**src/rtl/ped_request_ctrl.sv**
```systemverilog
// Pedestrian button conditioner: synchronize, debounce, edge-detect and latch
// a crossing request, with a hold-off window after each service.
module ped_request_ctrl #(
  parameter int unsigned DEBOUNCE_CYC = 4,
  parameter int unsigned HOLDOFF_CYC  = 8,
  parameter int unsigned CNT_W        = 4
) (
  input  logic             i_clk,
  input  logic             i_reset,
  input  logic             i_btn_raw,
  input  logic             i_ack,
  output logic             o_req,
  output logic             o_btn_clean,
  output logic             o_press_pulse,
  output logic             o_holdoff,
  output logic [CNT_W-1:0] o_press_count
);

  localparam int unsigned DB_W = 4;
  localparam int unsigned HO_W = 8;
  localparam logic [DB_W-1:0]  DB_LAST = DB_W'(DEBOUNCE_CYC - 1);
  localparam logic [HO_W-1:0]  HO_LOAD = HO_W'(HOLDOFF_CYC - 1);
  localparam logic [CNT_W-1:0] CNT_MAX = {CNT_W{1'b1}};

  typedef enum logic [2:0] {
    ST_IDLE    = 3'd0,
    ST_PENDING = 3'd1,
    ST_SERVING = 3'd2,
    ST_HOLDOFF = 3'd3
  } state_t;

  logic            r_s1;
  logic            r_s2;
  logic [DB_W-1:0] r_db_cnt;
  logic            r_btn_clean;
  logic            r_btn_clean_d;
  logic            r_press_pulse;

  state_t          r_state;
  state_t          w_state_nxt;
  logic [HO_W-1:0] r_timer;
  logic [HO_W-1:0] w_timer_nxt;
  logic [CNT_W-1:0] r_count;
  logic [CNT_W-1:0] w_count_nxt;
  logic            r_req;
  logic            r_holdoff;

  // Two-flop synchronizer for the asynchronous button.
  always_ff @(posedge i_clk or negedge i_reset) begin
    if (!i_reset) begin
      r_s1 <= 1'b0;
      r_s2 <= 1'b0;
    end else begin
      r_s1 <= i_btn_raw;
      r_s2 <= r_s1;
    end
  end

  // Debounce: level must disagree for DEBOUNCE_CYC consecutive cycles to flip.
  always_ff @(posedge i_clk or negedge i_reset) begin
    if (!i_reset) begin
      r_db_cnt    <= '0;
      r_btn_clean <= 1'b0;
    end else if (r_s2 == r_btn_clean) begin
      r_db_cnt <= '0;
    end else if (r_db_cnt == DB_LAST) begin
      r_btn_clean <= ~r_btn_clean;
      r_db_cnt    <= '0;
    end else begin
      r_db_cnt <= r_db_cnt + DB_W'(1);
    end
  end

  // Rising-edge detect on the clean level; releases produce no pulse.
  always_ff @(posedge i_clk or negedge i_reset) begin
    if (!i_reset) begin
      r_btn_clean_d <= 1'b0;
      r_press_pulse <= 1'b0;
    end else begin
      r_btn_clean_d <= r_btn_clean;
      r_press_pulse <= r_btn_clean & ~r_btn_clean_d;
    end
  end

  // Request FSM state register; req/holdoff registered from the next state.
  always_ff @(posedge i_clk or negedge i_reset) begin
    if (!i_reset) begin
      r_state   <= ST_IDLE;
      r_timer   <= '0;
      r_count   <= '0;
      r_req     <= 1'b0;
      r_holdoff <= 1'b0;
    end else begin
      r_state   <= w_state_nxt;
      r_timer   <= w_timer_nxt;
      r_count   <= w_count_nxt;
      r_req     <= (w_state_nxt == ST_PENDING);
      r_holdoff <= (w_state_nxt == ST_HOLDOFF);
    end
  end

  always_comb begin
    w_state_nxt = r_state;
    w_timer_nxt = r_timer;
    w_count_nxt = r_count;
    case (r_state)
      ST_IDLE: begin
        if (r_press_pulse) begin
          w_state_nxt = ST_PENDING;
          if (r_count != CNT_MAX) begin
            w_count_nxt = r_count + CNT_W'(1);
          end
        end
      end
      ST_PENDING: begin
        if (i_ack) begin
          w_state_nxt = ST_SERVING;
        end
      end
      ST_SERVING: begin
        if (!i_ack) begin
          w_state_nxt = ST_HOLDOFF;
          w_timer_nxt = HO_LOAD;
        end
      end
      ST_HOLDOFF: begin
        if (r_timer == '0) begin
          w_state_nxt = ST_IDLE;
        end else begin
          w_timer_nxt = r_timer - HO_W'(1);
        end
      end
      default: begin
        w_state_nxt = ST_IDLE;
        w_timer_nxt = '0;
      end
    endcase
  end

  assign o_req         = r_req;
  assign o_btn_clean   = r_btn_clean;
  assign o_press_pulse = r_press_pulse;
  assign o_holdoff     = r_holdoff;
  assign o_press_count = r_count;

endmodule
```
**config.mk**
```make
export PLATFORM = sky130hd
export DESIGN_NAME = ped_request_ctrl
export DESIGN_NICKNAME = d
export VERILOG_FILES = /design/src/rtl/ped_request_ctrl.sv
export SDC_FILE = /design/constraint.sdc
export NUM_CORES = 1
export LEC_CHECK = 0
export CORE_ASPECT_RATIO = 1.1
export CORE_MARGIN = 5
export CORE_UTILIZATION = 41
export CTS_CLUSTER_DIAMETER = 80
export CTS_CLUSTER_SIZE = 20
export DETAILED_ROUTE_END_ITERATION = 10
export DONT_BUFFER_PORTS = 1
export MAX_ROUTING_LAYER = met4
export PLACE_DENSITY = 0.66
export REMOVE_ABC_BUFFERS = 1
export SLEW_MARGIN = 10
export SYNTH_ARGS = -nofsm -noshare
export SYNTH_HDL_FRONTEND = slang
export SYNTH_SLANG_ARGS = --single-unit
export TNS_END_PERCENT = 100
```
**constraint.sdc**
```tcl
create_clock -name i_clk -period 2.2 [get_ports i_clk]
set_clock_uncertainty 0.05 [all_clocks]
set_input_delay 0.33 -clock i_clk [delete_from_list [all_inputs] [get_ports i_clk]]
set_output_delay 0.33 -clock i_clk [all_outputs]
set_load 0.05 [all_outputs]
```
==> results.toml <==
[logic_synthesis]
synth_top_family_by_area = "simple AND/OR/NAND/NOR gates"
synth_xor_area_frac = 0.0346
ys_ff_latch = 26
yosysUniqueCellTypes = 35
avgSynthCellArea_um2 = 10.8
yosys_warnings = 0
ys_async_sr_fraction = 1.00
synthMuxAreaShare = 0.0267
synthFlopType = "dfrtp_1"
synthesis.area_mm2 = 0.00126
synth_compound_area_frac = 0.130
ys_top_cells_by_area = "dfrtp_1 (51%), ha_1 (4.0%), a21boi_1 (3.0%)"
synth_edf_count = 0
syn_inst = 117
synth_seq_area_share = 0.514
synth_top_area_share = 0.514
synthAdderAreaFrac = 0.0396
yosys.area_share.simple = 0.225
synth_top_area_cell = "dfrtp_1"

[place]
place_congestion = 0.830
portBuffers = 0
postPlaceCellArea_mm2 = 0.00132
hpwl_um = 1730

[cells_and_area]
fin_nets = 134
final_cell_area_mm2 = 0.00141
area_growth_pct = 11.8
drive_above_1_share = 0.152
layout_common_cells = "dfrtp_1 (26), nand2_1 (7)"
diodes = 0
layout_commonest_cell = "dfrtp_1"

[setup_path]
critPathArrivalTime_ns = 2.07
slowest_stage = "or4_1"
max_stage_delay_ns = 0.50
endpoint_kind = "flop"
cp.required_ns = 2.42
cp-start-kind = "flop"
worstPathMaxFanout = 5
crit_chain = "inv_1 -> ha_1 -> nor3b_1 -> and3_2 -> or4_1 -> a21boi_1"
critical_path_class = "flop to flop"

[timing]
fin_crit_ns = 1.84
period_share = 0.838
grt_setup_unrepaired = "false"
tns_ns = 0
tightest_slew_ns = 0.555
max_freq_mhz = 542
setup_viol = 0
slew_viol_final = 0
slew_headroom = 0.630
whs_ns = 0.109
hold_viol = 0

[detailed_routing]
vias = 927
drtPass1Iterations = 4
drcViolationCount = 0
detail_route.iter0.violations = 87
wl_per_cell_um = 14.9
routed_via_density = 5.83
wl_um = 2370
final_antenna_net_count = 0

[die]
core_area_mm2 = 0.00302
die-width_um = 63.0
initial_core_util = 0.419
io-pin-count = 12
dieArea_mm2 = 0.00430
rows = 21
dieHeight_um = 68.3

[clocking]
clkSlewWorstSetupHoldPaths_ns = 0.15
cts_sinks = 26
root_buffer = "clkbuf_4"
cts_tree = "yes"
cts_max_path_buffers = 2
cts_buffers = 3
clk_latency_ns = 0.33
htreeDepth = 1

[pwr]
p_leak_nw = 0.611
powerDensity_mw_per_mm2 = 1420
ir_drop_v = 0.000813

[status]
status = "finished clean"

[global_route]
grt_pass1_vias = 970
grt_usage = 0.129
grt-ovfl-total = 0
grt_pass1_wl_um = 4280
grt_max_degree = 27
antenna_found_initial = 0

[min_path]
hold_class = "input pin to flop"

[run]
drv_cap = 0
[critical path: cells and delay by family, from the launching register on]
family / cells / cell delay [ns]
simple gates: 3 / 0.90
flops: 1 / 0.41
compound gates: 1 / 0.14
fa+ha+maj: 1 / 0.19
buf+inv: 1 / 0.09
[metal layers]
metal	track usage	wire length, µm	share of wire	vias to the layer above
li1	-	-	-	445
met1	0.141	994	0.42	458
met2	0.222	1240	0.52	18
met3	0.0394	90	0.038	6
met4	0.0477	51	0.022	0
met5	-	0	0	-
[where the power goes]
part	switching [mW]	internal, mW	leakage, nW
logic	0.518	0.344	0.243
registers	0.204	0.615	0.340
clock network	0.142	0.184	0.0279
total	0.864	1.14	0.611
[repair_timing]
| item | CTS | global route |
|---|---|---|
| buffers inserted | 0 | 0 |
| hold buffers | 3 | 0 |
| gates resized for setup | 0 | 0 |
| endpoints found under the hold margin | 27 | 0 |
| setup endpoints to repair | 0 | 0 |
[Yosys cell counts (2+ instances only)]
cell type	count
dfrtp_1	26
nand4_1	2
xnor2_1	3
a211oi_1	2
mux2_2	3
nor3b_1	3
nor2_1	5
xor2_1	2
nand2_1	7
ha_1	4
nor3_1	5
or4_1	5
and2_1	2
nor2b_1	4
o31ai_1	5
a21boi_1	5
nand3_1	3
a21oi_1	5
nand3b_1	2
nor4_2	2
nand2b_1	3
clkbuf_1	2
o21ai_0	3
inv_1	3
[state kept, by name, summed over array words and instances, names as in the netlist]
register,cells
o_holdoff,1
r_s1,1
o_press_count,4
r_state,3
o_press_pulse,1
r_timer,8
o_btn_clean,1
o_req,1
r_btn_clean_d,1
r_s2,1
r_db_cnt,4
[cell families after synthesis]
logic type,Yosys count
simple gates,47
flops,26
compound gates,24
buf+inv,7
xor+xnor,5
fa+ha+maj,4
mux,3
other cells,1
[layout make-up]
type / count / area, µm²
flip-flops and latches: 26 / 651
repair buffers: 8 / 77.6
inverters: 3 / 11.3
multi-input cells: 84 / 579
clock buffers: 3 / 22.5
well taps: 34 / 42.5
fillers: 279 / 1610
clock inverters: 1 / 30.0
[metrics by stage]
stage	instances	worst slack [ns]	util	power [mW]
6_report	159	0.356	0.468	2.01
3_3_place_gp	152	0.461	0.437	1.63
2_1_floorplan	113	0.325	-	1.45
4_1_cts	159	0.359	0.468	2.03
5_1_grt	159	0.253	0.468	2.16
3_5_place_dp	152	0.376	0.437	1.68
[final timing paths]
check                           slack, ns                           end  depth (start not counted)                   start
min in group asynchronous            0.35        r_timer[5]$_DFFE_PN0P_                          2                 i_reset
worst min-delay path                 0.11          r_state[1]$_DFF_PN0_                          2                   i_ack
worst max-delay path                 0.36        r_timer[7]$_DFFE_PN0P_                          6  r_timer[0]$_DFFE_PN0P_
worst min register to register       0.32                r_s2$_DFF_PN0_                          0          r_s1$_DFF_PN0_
worst max register to register       0.36        r_timer[7]$_DFFE_PN0P_                          6  r_timer[0]$_DFFE_PN0P_
max in group asynchronous            1.58  o_press_count[2]$_DFFE_PN0P_                          2                 i_reset
Power figures use the tool's default switching activity.
